$ cat config.mk
export PLATFORM = sky130hd
export DESIGN_NAME = output_port_bank_flat
export DESIGN_NICKNAME = d
export VERILOG_FILES = /design/src/rtl/output_port_bank_if.sv /design/src/rtl/output_port_bank.sv /design/src/flat_wrapper.sv
export SDC_FILE = /design/constraint.sdc
export NUM_CORES = 1
export LEC_CHECK = 0
export ABC_AREA = 1
export CORE_MARGIN = 8
export CORE_UTILIZATION = 50
export CTS_BUF_LIST = sky130_fd_sc_hd__clkbuf_8
export DETAILED_ROUTE_END_ITERATION = 6
export GPL_TIMING_DRIVEN = 0
export MAX_ROUTING_LAYER = met4
export PLACE_DENSITY = 0.79
export SLEW_MARGIN = 30
export SYNTH_ARGS = -nofsm -noshare
export SYNTH_HDL_FRONTEND = slang
export SYNTH_SLANG_ARGS = --single-unit
$ cat constraint.sdc
create_clock -name clk -period 2.59 [get_ports clk]
set_clock_uncertainty 0.2 [all_clocks]
set_input_delay 0.518 -clock clk [delete_from_list [all_inputs] [get_ports clk]]
set_output_delay 0.518 -clock clk [all_outputs]
set_load 0.02 [all_outputs]
$ cat src/rtl/output_port_bank_if.sv
// output_port_bank_if: write/commit/readback bus between the control unit and the indicator bank
// i_rw/i_op/i_data/i_port_id: slot write, i_commit: publish shadow, i_rd: readback request
// o_indicator: committed outputs, o_rd_data/o_rd_valid: readback, o_pending: uncommitted changes
interface output_port_bank_if #(
  parameter int DATA_W = 4,
  parameter int PORTS  = 4
);
  localparam int ID_W = $clog2(PORTS);
  logic                    i_rw;
  logic [1:0]              i_op;
  logic [DATA_W-1:0]       i_data;
  logic [ID_W-1:0]         i_port_id;
  logic                    i_commit;
  logic                    i_rd;
  logic [PORTS*DATA_W-1:0] o_indicator;
  logic [DATA_W-1:0]       o_rd_data;
  logic                    o_rd_valid;
  logic                    o_pending;
  modport master (
    output i_rw, i_op, i_data, i_port_id, i_commit, i_rd,
    input  o_indicator, o_rd_data, o_rd_valid, o_pending
  );
  modport slave (
    input  i_rw, i_op, i_data, i_port_id, i_commit, i_rd,
    output o_indicator, o_rd_data, o_rd_valid, o_pending
  );
endinterface

$ cat src/rtl/output_port_bank.sv
// output_port_bank: port-addressed shadow register bank with commit to a visible indicator bus
// clk/reset: clock and synchronous active-high reset; bus: output_port_bank_if slave side
module output_port_bank #(
  parameter int DATA_W      = 4,
  parameter int PORTS       = 4,
  parameter int AUTO_COMMIT = 0
) (
  input logic                clk,
  input logic                reset,
  output_port_bank_if.slave  bus
);
  localparam int ID_W = $clog2(PORTS);
  logic [DATA_W-1:0]       r_shadow [PORTS];
  logic [PORTS*DATA_W-1:0] r_indicator;
  logic [DATA_W-1:0]       r_rd_data;
  logic                    r_rd_valid;
  logic                    r_pending;
  logic [PORTS*DATA_W-1:0] w_next_shadow;
  logic [PORTS*DATA_W-1:0] w_next_ind;
  logic [DATA_W-1:0]       w_old;
  logic [DATA_W-1:0]       w_new;
  logic                    w_in_range;
  logic                    w_wr;
  // PORTS need not be a power of two, so the top ID codes may name no slot
  assign w_in_range = {1'b0, bus.i_port_id} < (ID_W+1)'(PORTS);
  assign w_wr       = bus.i_rw && w_in_range;
  // pre-write slot value; feeds both the write operation and the readback
  assign w_old      = w_in_range ? r_shadow[bus.i_port_id] : '0;
  assign w_new      = bus.i_op == 2'd0 ? bus.i_data :
                      bus.i_op == 2'd1 ? w_old | bus.i_data :
                      bus.i_op == 2'd2 ? w_old & ~bus.i_data :
                                         w_old ^ bus.i_data;
  always_comb begin
    w_next_shadow = '0;
    for (int i = 0; i < PORTS; i++)
      w_next_shadow[i*DATA_W +: DATA_W] = (w_wr && bus.i_port_id == ID_W'(i)) ? w_new : r_shadow[i];
  end
  // commit publishes next-shadow so a same-cycle write is visible immediately
  assign w_next_ind = (AUTO_COMMIT != 0 || bus.i_commit) ? w_next_shadow : r_indicator;
  always_ff @(posedge clk) begin
    if (reset) begin
      for (int i = 0; i < PORTS; i++) r_shadow[i] <= '0;
      r_indicator <= '0;
      r_rd_data   <= '0;
      r_rd_valid  <= 1'b0;
      r_pending   <= 1'b0;
    end else begin
      for (int i = 0; i < PORTS; i++) r_shadow[i] <= w_next_shadow[i*DATA_W +: DATA_W];
      r_indicator <= w_next_ind;
      r_pending   <= w_next_shadow != w_next_ind;
      if (bus.i_rd) r_rd_data <= w_old;
      r_rd_valid  <= bus.i_rd;
    end
  end
  assign bus.o_indicator = r_indicator;
  assign bus.o_rd_data   = r_rd_data;
  assign bus.o_rd_valid  = r_rd_valid;
  assign bus.o_pending   = r_pending;
endmodule

$ cat src/flat_wrapper.sv
// flat-port wrapper written by rule: the top's interface ports become plain ports
module output_port_bank_flat 
#(
  parameter int DATA_W      = 4,
  parameter int PORTS       = 4,
  parameter int AUTO_COMMIT = 0
)
  (clk, reset, bus_i_rw, bus_i_op, bus_i_data, bus_i_port_id, bus_i_commit, bus_i_rd, bus_o_indicator, bus_o_rd_data, bus_o_rd_valid, bus_o_pending);
  output_port_bank_if #(.DATA_W(DATA_W), .PORTS(PORTS)) bus_i ();
  input logic clk;
  input logic reset;
  input wire logic [$bits(bus_i.i_rw)-1:0] bus_i_rw;
  input wire logic [$bits(bus_i.i_op)-1:0] bus_i_op;
  input wire logic [$bits(bus_i.i_data)-1:0] bus_i_data;
  input wire logic [$bits(bus_i.i_port_id)-1:0] bus_i_port_id;
  input wire logic [$bits(bus_i.i_commit)-1:0] bus_i_commit;
  input wire logic [$bits(bus_i.i_rd)-1:0] bus_i_rd;
  output wire logic [$bits(bus_i.o_indicator)-1:0] bus_o_indicator;
  output wire logic [$bits(bus_i.o_rd_data)-1:0] bus_o_rd_data;
  output wire logic [$bits(bus_i.o_rd_valid)-1:0] bus_o_rd_valid;
  output wire logic [$bits(bus_i.o_pending)-1:0] bus_o_pending;
  assign bus_i.i_rw = bus_i_rw;
  assign bus_i.i_op = bus_i_op;
  assign bus_i.i_data = bus_i_data;
  assign bus_i.i_port_id = bus_i_port_id;
  assign bus_i.i_commit = bus_i_commit;
  assign bus_i.i_rd = bus_i_rd;
  assign bus_o_indicator = bus_i.o_indicator;
  assign bus_o_rd_data = bus_i.o_rd_data;
  assign bus_o_rd_valid = bus_i.o_rd_valid;
  assign bus_o_pending = bus_i.o_pending;
  output_port_bank #(.DATA_W(DATA_W), .PORTS(PORTS), .AUTO_COMMIT(AUTO_COMMIT)) u_core (.clk(clk), .reset(reset), .bus(bus_i));
endmodule
==> metrics.md <==
| Metric | Value |
|---|---|
| Clock Tree Root | `sky130_fd_sc_hd__clkbuf_8` |
| Pwr dens | `502 mW/mm²` |
| Unrepaired setup endpoints after global routing | `true` |
| Sequential standard cell area | `761 µm²` |
| Quantity of I/O buffers inserted on ports | `33` |
| TritonCTS clock tree | `yes` |
| Type of origin of the critical path | `primary input` |
| Part of the power in combinational logic | `22.5%` |
| Pin count of the biggest net entering global routing | `12` |
| Critical path fanouts, max | `4` |
| Headroom to the max-slew limit | `62.1%` |
| Worst Setup Path Type | `in2reg` |
| Initial Util | `52.5%` |
| Share of the core filled with cells | `72.4%` |
| Worst VDD drop | `0.392 mV` |
| Number of storage elements in the synthesis netlist | `38` |
| CP endpoint kind | `flop` |
| Number of top-level design ports | `35` |
| Number of unique standard cell types used by synthesis | `21` |
| Max cap viols | `0` |
| Post-synthesis sequential area ratio | `35.7%` |
| Leakage dissipation | `0.00157 µW` |
| Number of antenna repair diodes | `0` |
| Part of the total power dissipated in sequential elements | `42.1%` |
| Fraction of layout cells with a size suffix above 1 | `18.5%` |
| Count of mapped cells out of synthesis | `333` |
| Highest-count cells in the layout ignoring fill and taps | `sky130_fd_sc_hd__nand2_1, sky130_fd_sc_hd__inv_1, sky130_fd_sc_hd__nand3_1, sky130_fd_sc_hd__dfxtp_1, sky130_fd_sc_hd__clkdlybuf4s50_1` |
| Overall fraction of global-route tracks in use | `20.2%` |
| DRC viols | `0` |
| Result of the run | `complete, no violations` |
| Number of filler instances in the final layout | `351` |
| Clock Sink Count | `38` |
| Classification of the worst-slack hold path | `reg2reg` |
| Pins over their slew limit | `0` |
| Net switching fraction of the power | `28.9%` |
| Synthesized net count | `354` |
| Number of antenna violations at the first check in global routing | `0` |
| Global-route wire length before repair | `9960 µm` |
| Area delta synth->final | `37.9%` |
| Floorplan Core Area | `0.00406 mm²` |
| Multi-input gate area | `0.00133 mm²` |
| Req. time, crit path | `2.58 ns` |
| Worst slew pin tran | `0.569 ns` |
| Count of endpoints failing setup in the final report | `0` |
| Post-synthesis average cell area | `6.40 µm²` |
| Hold Vio Cnt, Final | `0` |
| Post-DR wirelength/cell | `14.6 µm` |
| Clock Path Buffers | `2` |
| Worst Hold Slack | `0.283 ns` |
| Cell Int Power | `1050 µW` |
| Routability-driven placement congestion ratio | `0.969` |
| Fin crit share | `97.3%` |
| Inserted Clock Buffers | `5` |
| Congestion Overflow GR | `0` |
| Detailed Routing Iterations Pass 1 | `4` |
| Source-to-sink clock delay at the later pin of the worst-skew pair | `0.29 ns` |
| Post-DP HPWL | `4570 µm` |
| Signal arrival time at the worst endpoint | `2.51 ns` |
| Most common library cell in the layout ignoring fill and taps | `sky130_fd_sc_hd__nand2_1` |
| DRT Wirelength | `6320 µm` |
| Via count of the first global-routing pass | `2140` |
| Final-layout setup total negative slack | `0 ns` |
| Initial detailed-routing violation count | `114` |
| Highest clock frequency the design can meet | `0.397 GHz` |
| Total Power Consumption | `1470 µW` |
| Average vias per placed instance | `5.18` |
| Synth warn | `0` |
| Area of the mapped netlist | `0.00213 mm²` |
| Die span in y | `81.3 µm` |
| Remaining antenna violation count | `0` |
| Worst-path clk slew | `0.07 ns` |
| Full die area | `0.00660 mm²` |
| Die width | `81.3 µm` |
| Final worst path period need | `2.52 ns` |
| Number of cell rows | `23` |
| Clock network fraction of design power | `35.4%` |
| Via Count | `2250` |
| Layout Nets | `405` |
| Power spent charging and discharging nets | `426 µW` |
| H-tree depth reported by CTS | `2` |
==> Yosys cell counts <==
library cell	instances	share of area, %
sky130_fd_sc_hd__a21oi_1	19	4.5
sky130_fd_sc_hd__a221o_1	1	0.47
sky130_fd_sc_hd__a221oi_2	1	0.70
sky130_fd_sc_hd__a22o_1	1	0.41
sky130_fd_sc_hd__a22oi_1	5	1.8
sky130_fd_sc_hd__buf_2	3	0.70
sky130_fd_sc_hd__buf_6	3	1.6
sky130_fd_sc_hd__clkbuf_1	2	0.35
sky130_fd_sc_hd__clkinv_1	1	0.18
sky130_fd_sc_hd__dfxtp_1	38	36
sky130_fd_sc_hd__ha_1	8	4.7
sky130_fd_sc_hd__inv_1	46	8.1
sky130_fd_sc_hd__inv_2	1	0.18
sky130_fd_sc_hd__nand2_1	124	22
sky130_fd_sc_hd__nand2_2	3	0.88
sky130_fd_sc_hd__nand3_1	53	12
sky130_fd_sc_hd__nand3_2	1	0.47
sky130_fd_sc_hd__nor2_1	16	2.8
sky130_fd_sc_hd__nor2_2	3	0.88
sky130_fd_sc_hd__o211ai_1	3	1.1
sky130_fd_sc_hd__o21ai_0	1	0.23
==> worst paths after layout <==
check	from	cells after the start	to	slack (ns)
worst min register to register	u_core.bus.o_rd_data[2]$_SDFFE_PP0P_	2	u_core.bus.o_rd_data[2]$_SDFFE_PP0P_	0.28
worst max register to register	u_core.r_shadow[1][1]$_SDFF_PP0_	16	u_core.bus.o_pending$_SDFF_PP0_	0.20
worst max-delay path	bus_i_port_id[0]	20	u_core.bus.o_pending$_SDFF_PP0_	0.07
worst min-delay path	u_core.bus.o_rd_data[2]$_SDFFE_PP0P_	2	u_core.bus.o_rd_data[2]$_SDFFE_PP0P_	0.28
==> cells by family (layout without fill, tap and decap cells) <==
logic type,count (synthesis),in the layout,share of synthesized area (%)
buffers and inverters,56,107,11.1
and+or+nand+nor,200,200,39.4
AOI/OAI and AO/OA,31,31,9.11
adders and majority gates,8,8,4.70
DFF,38,38,35.7
==> worst max-delay path, stage by stage <==
cell and delay (ns):
sky130_fd_sc_hd__buf_6 0.10, sky130_fd_sc_hd__inv_2 0.05, sky130_fd_sc_hd__nand2_4 0.06, sky130_fd_sc_hd__inv_2 0.06, sky130_fd_sc_hd__a22o_1 0.19, sky130_fd_sc_hd__a221oi_2 0.23
sky130_fd_sc_hd__inv_1 0.09, sky130_fd_sc_hd__ha_2 0.18, sky130_fd_sc_hd__inv_2 0.04, sky130_fd_sc_hd__nand2_1 0.05, sky130_fd_sc_hd__a21oi_2 0.17, sky130_fd_sc_hd__nand2_4 0.12
sky130_fd_sc_hd__nand3_4 0.09, sky130_fd_sc_hd__nand3_2 0.09, sky130_fd_sc_hd__nand2_1 0.09, sky130_fd_sc_hd__nand2_2 0.06, sky130_fd_sc_hd__nor2_1 0.09, sky130_fd_sc_hd__nand2_1 0.09
sky130_fd_sc_hd__nor2_1 0.09, sky130_fd_sc_hd__nor2_1 0.05
==> registers in the layout (all words and copies together), names as in the netlist <==
| signal | count |
|---|---|
| u_core.bus.o_indicator | 16 |
| u_core.r_shadow | 16 |
| u_core.bus.o_rd_data | 4 |
| u_core.bus.o_pending | 1 |
| u_core.bus.o_rd_valid | 1 |
==> power groups by stage <==
stage	Combinational [µW]	Clock (µW)	Sequential, µW
5_1_grt	368	549	623
3_5_place_dp	274	0	634
4_1_cts	289	531	620
6_report	331	521	620
3_3_place_gp	269	0	633
2_1_floorplan	164	0	649
==> area by class of cell <==
cell class | count | share of cell area [%]
Buffer | 8 | 1.92
Clock buffer | 6 | 2.81
Clock inverter | 1 | 1.02
Inverter | 48 | 6.48
Multi-Input combinational cell | 239 | 45.3
Sequential cell | 38 | 25.9
Tap cell | 50 | 2.13
Timing Repair Buffer | 44 | 14.4
==> layer usage <==
metal  up-vias  track usage (%)  share of wire, %
met2        56             33.7                50
met4         0             6.07               1.9
li1       1157                -                 -
met3        12             4.30               4.0
met5         -                -                 0
met1      1025             23.6                45
==> metrics by stage <==
step / worst slack [ns] / cells / cell area (µm²)
6_report: 0.0707 / 434 / 2940
5_1_grt: -0.0974 / 434 / 2940
4_1_cts: 0.0522 / 427 / 2730
3_5_place_dp: -0.835 / 416 / 2520
3_3_place_gp: -0.804 / 416 / 2520
2_1_floorplan: 0.0568 / 333 / 2130
==> repair_timing <==
action,4_1_cts,5_1_grt
endpoints found under the setup margin,14,1
hold buffers,0,0
resized for setup,28,39
setup buffers,4,7
pin swaps,8,22
gates cloned,0,0
Note: power is estimated with default switching activity, not from simulation.
==> variant 1, RTL diff (same settings) <==
Reset style: asynchronous (`reset`), changed in one clocked block. Comments in the files are not updated.
--- a/src/rtl/output_port_bank.sv
+++ b/src/rtl/output_port_bank.sv
@@ -38,5 +38,5 @@
   // commit publishes next-shadow so a same-cycle write is visible immediately
   assign w_next_ind = (AUTO_COMMIT != 0 || bus.i_commit) ? w_next_shadow : r_indicator;
-  always_ff @(posedge clk) begin
+  always_ff @(posedge clk or posedge reset) begin
     if (reset) begin
       for (int i = 0; i < PORTS; i++) r_shadow[i] <= '0;
Check against the original RTL: differs if reset is asserted again (counterexample within 4 cycles, from zero or initial values and one cycle with reset high); with reset held inactive, the same outputs for 10 cycles.
==> variant 1 against the original RTL <==
- cell area is 3.2% higher
- routed wire length is 1.9% higher
- sequential cell count stayed put
- sequential share of layout area is 5.5 points higher
- synthesized area is 4.2% higher
- worst setup slack better by 0.021 ns
Power is not compared: it rests on default switching activity, and its combinational part moved more than twofold at a synthesized area within 25%.
==> variant 1: results (changes against the original RTL) <==
global_routing:
  grt_pass1_vias: 2032  # was 2140
  track_usage_pct: 19.2  # was 20.2%
  grt_pass1_wl_mm: 9.62  # was 9.96 mm
  grt_max_degree: 26  # was 12
synth:
  synthTopCellsByCount: "nand2_1, dfrtp_1, nand3_1, inv_1, nor2_1"  # was nand2_1, nand3_1, inv_1, dfxtp_1, a21oi_1
  synthAdderAreaFrac_pct: 4.51  # was 4.70%
  ys_seq_area_share_pct: 42.9  # was 35.7%
  synth-async-reset-ratio_pct: 100  # was 0%
  synth_compound_area_share_pct: 4.06  # was 9.11%
  syn-num-nets: 338  # was 354
  avgSynthCellArea_um2: 7.00  # was 6.40 µm²
  ys_types: 20  # was 21
  netlist_top_cells_area: "dfrtp_1, nand2_1, nand3_1"  # was dfxtp_1, nand2_1, nand3_1
min_path:
  hold_class: "input port to async pin"  # was register to register
placement:
  dp_slack_ns: -0.926  # was -0.835 ns
  dpl_cell_area_mm2: 0.00263  # was 0.00252 mm²
  gp_congestion: 0.903  # was 0.969
  dpl.hpwl_mm: 4.44  # was 4.57 mm
  dpl.cell_count: 403  # was 416
critical_path:
  crit_slowest_cell: "a221o_1"  # was a221oi_2
  reg2reg_slack_ns: 0.14  # was 0.20 ns
  crit_arrival_ns: 2.48  # was 2.51 ns
  reg2reg_to: "u_core.bus.o_pending$_DFF_PP0_"  # was u_core.bus.o_pending$_SDFF_PP0_
  r2r_start: "u_core.r_shadow[11]$_DFF_PP0_"  # was u_core.r_shadow[1][1]$_SDFF_PP0_
  rr_worst_depth: 18  # was 16
  crit_path_max_incr_delay_ns: 0.30  # was 0.23 ns
cts:
  h-tree-depth: 2  # unchanged
finish:
  drive_above_1_share_pct: 23.0  # was 18.5%
  fin_cells: 417  # was 434
  nets: 385  # was 405
drt:
  drtIter0Drc: 181  # was 114
  finalWirelength_mm: 6.44  # was 6.32 mm
timing:
  tightest_slew_ns: 0.535  # was 0.569 ns
run_status:
  status: "complete, no violations"  # unchanged
## variant 1: layout make-up
class                      count  area [µm²]
sequential                    38         951
inverter                      36         140
fill                         354        1290
tap                           52        65.1
timing repair buffer          40         402
clock buffer                   5        68.8
multi-input combinational    236        1330
clock inverter                 3        37.5
buffer                         7        38.8
## variant 1: layer usage
metal	global-route usage [%]	routed length [µm]	part of all wire [%]
met1	24.0	2780	43
met5	-	0	0
met3	4.76	414	6.4
met2	29.4	3140	49
met4	7.41	109	1.7
## variant 1: how the worst max path moves through the flow
stage / start / endpoint / slack (ns)
2_1_floorplan: bus_i_port_id[1] / u_core.bus.o_pending$_DFF_PP0_ / 0.08
3_3_place_gp: bus_i_port_id[1] / u_core.bus.o_pending$_DFF_PP0_ / -0.91
3_5_place_dp: bus_i_port_id[1] / u_core.bus.o_pending$_DFF_PP0_ / -0.93
4_1_cts: bus_i_port_id[0] / u_core.bus.o_pending$_DFF_PP0_ / 0.07
5_1_grt: bus_i_port_id[0] / u_core.bus.o_pending$_DFF_PP0_ / -0.04
6_report: bus_i_port_id[0] / u_core.bus.o_pending$_DFF_PP0_ / 0.09
## variant 1: timing repair
action / 4_1_cts / 5_1_grt
hold buffers: 0 / 0
pin swaps: 6 / 16
buffers inserted: 3 / 3
resized for setup: 27 / 44
setup endpoints to repair: 18 / 1
## variant 1: logic make-up (layout without fill, tap and decap cells)
| family | Yosys count | count (layout) |
|---|---|---|
| AND/OR/NAND/NOR | 214 | 214 |
| AO/OA/AOI/OAI | 14 | 14 |
| buffers and inverters | 43 | 91 |
| flip-flops | 38 | 38 |
| adder cells (fa/ha/maj) | 8 | 8 |
## variant 1: per-stage QoR
step	hold slack [ns]	power [mW]	TNS (ns)
after floorplan	0.304	1.25	0
after global placement	0.306	1.50	-11.58
after detailed placement	0.312	1.52	-12.56
after CTS	0.302	2.05	0
after global routing	0.318	2.26	-0.0436
final	0.296	2.14	0
## variant 1: report_power, final
| group | total [mW] | switching [mW] | leakage [nW] | internal [mW] |
|---|---|---|---|---|
| registers | 0.788 | 0.0778 | 0.467 | 0.710 |
| logic | 0.857 | 0.503 | 1.08 | 0.354 |
| clock network | 0.495 | 0.214 | 0.0607 | 0.281 |
| total | 2.14 | 0.795 | 1.61 | 1.34 |
## variant 1: critical path, delay by kind of cell
family | cells | cell delay (ns)
buffers and inverters | 6 | 0.38
adders and majority gates | 1 | 0.19
AOI/OAI and AO/OA | 3 | 0.62
and+or+nand+nor | 10 | 0.77
==> variant 2, RTL diff (config.mk and constraints unchanged) <==
Without the edit above. `DATA_W` is set to 4 in 3 places; all go to 6.
--- a/src/rtl/output_port_bank_if.sv
+++ b/src/rtl/output_port_bank_if.sv
@@ -3,5 +3,5 @@
 // o_indicator: committed outputs, o_rd_data/o_rd_valid: readback, o_pending: uncommitted changes
 interface output_port_bank_if #(
-  parameter int DATA_W = 4,
+  parameter int DATA_W = 6,
   parameter int PORTS  = 4
 );
--- a/src/rtl/output_port_bank.sv
+++ b/src/rtl/output_port_bank.sv
@@ -2,5 +2,5 @@
 // clk/reset: clock and synchronous active-high reset; bus: output_port_bank_if slave side
 module output_port_bank #(
-  parameter int DATA_W      = 4,
+  parameter int DATA_W      = 6,
   parameter int PORTS       = 4,
   parameter int AUTO_COMMIT = 0
--- a/src/flat_wrapper.sv
+++ b/src/flat_wrapper.sv
@@ -2,5 +2,5 @@
 module output_port_bank_flat 
 #(
-  parameter int DATA_W      = 4,
+  parameter int DATA_W      = 6,
   parameter int PORTS       = 4,
   parameter int AUTO_COMMIT = 0
Interface: changed (resized bus_i_data, bus_o_indicator and bus_o_rd_data); port bits go from 35 to 47. No check against the original RTL was run, so the function may have changed too.
==> variant 2 against the original RTL <==
- combinational power grew 40%
- synthesized area grew 47%
- worst hold slack lost 0.068 ns
- critical endpoint unchanged
- sequential share of layout area grew 1.2 points
- total power grew 29%
- the run now ends with negative setup slack left
- maximum frequency shrank 5.5%
- synthesized cell count grew 49%
- cell area grew 41%
- critical path depth is the same
- sequential cell count grew 18
- worst setup slack lost 0.15 ns
- global-route usage grew 1.5 points
- routed wire length grew 49%
==> variant 2: results (changes against the original RTL) <==
run_status:
  status: "finished, violations left"  # was complete, no violations
  violations: "negative setup slack"
power:
  p_comb_share_pct: 24.5  # was 22.5%
  p_sw_mw: 0.612  # was 0.426 mW
  leakage_nw: 2.19  # was 1.57 nW
  peakVddDrop_mv: 0.322  # was 0.392 mV
  clk-power_mw: 0.520  # was 0.521 mW
finish:
  nets: 586  # was 405
  drive_above_1_share_pct: 17.3  # was 18.5%
placement:
  dp_slack_ns: -1.17  # was -0.835 ns
  port-buffer-count: 45  # was 33
  dpl.cell_count: 617  # was 416
cts:
  postCtsSetupBuffers: 10  # was 4
  cts_resized: 63  # was 28
critical_path:
  reg2reg_slack_ns: 0.03  # was 0.20 ns
  crit_slowest_cell: "ha_1"  # was a221oi_2
  critPathMaxFanout: 6  # was 4
synth:
  syn-num-nets: 522  # was 354
  netlist_top_cells_area: "dfxtp_1, nand2_1, nand3_1"  # unchanged
  ys_types: 26  # was 21
drt:
  post_drt_wl_per_cell_um: 14.8  # was 14.6 µm
  dr_wl_met2_mm: 4.47  # was 3.13 mm
  via_per_inst: 5.22  # was 5.18
min_path:
  hold_class: "input port to register"  # was register to register
  min_to: "u_core.bus.o_pending$_SDFF_PP0_"  # was u_core.bus.o_rd_data[2]$_SDFFE_PP0P_
global_routing:
  met1_usage_pct: 25.6  # was 23.6%
  grt_max_degree: 18  # was 12
  use_met3_pct: 2.76  # was 4.30%
  grt_pass1_wl_mm: 14.9  # was 9.96 mm
  met2_usage_pct: 36.9  # was 33.7%
timing:
  setup_viol: 1  # was 0
  finalWorstSetupSlack_ns: -0.0760  # was 0.0707 ns
[variant 2: cell types whose count changed after synthesis, moves of 4 or more]
cell	before	now
dfxtp_1	38	56
nand2_1	124	189
clkbuf_1	2	7
inv_1	46	72
ha_1	8	12
a21oi_1	19	25
nand3_1	53	77
[variant 2: area by class of cell]
type	instances	share of cell area (%)
Buffer	13	1.51
Clock buffer	6	1.99
Clock inverter	2	0.332
Inverter	75	7.04
Multi-Input combinational cell	351	46.5
Sequential cell	56	27.1
Tap cell	77	2.33
Timing Repair Buffer	57	13.3
[variant 2: worst max path at each step]
stage                     startpoint                               to  slack (ns)
floorplan           bus_i_port_id[1]  u_core.bus.o_pending$_SDFF_PP0_       0.005
CTS                 bus_i_port_id[1]  u_core.bus.o_pending$_SDFF_PP0_       -0.04
finish              bus_i_port_id[0]  u_core.bus.o_pending$_SDFF_PP0_       -0.08
global placement    bus_i_port_id[1]  u_core.bus.o_pending$_SDFF_PP0_       -1.14
detailed placement  bus_i_port_id[0]  u_core.bus.o_pending$_SDFF_PP0_       -1.17
global route        bus_i_port_id[0]  u_core.bus.o_pending$_SDFF_PP0_       -0.22
[variant 2: logic make-up (layout without fill, tap and decap cells)]
| logic type | Yosys count | in the layout | share of synthesized area (%) |
|---|---|---|---|
| and+or+nand+nor | 293 | 293 | 39.3 |
| buffers and inverters | 88 | 153 | 11.0 |
| DFF | 56 | 56 | 35.8 |
| AOI/OAI and AO/OA | 46 | 46 | 9.08 |
| adders and majority gates | 12 | 12 | 4.80 |
[variant 2: through the flow]
stage	TNS, ns	hold WS [ns]
final	-0.0760	0.215
after global routing	-0.219	0.216
after CTS	-0.0355	0.213
after detailed placement	-29.03	0.271
after global placement	-28.50	0.261
after floorplan	0	0.284
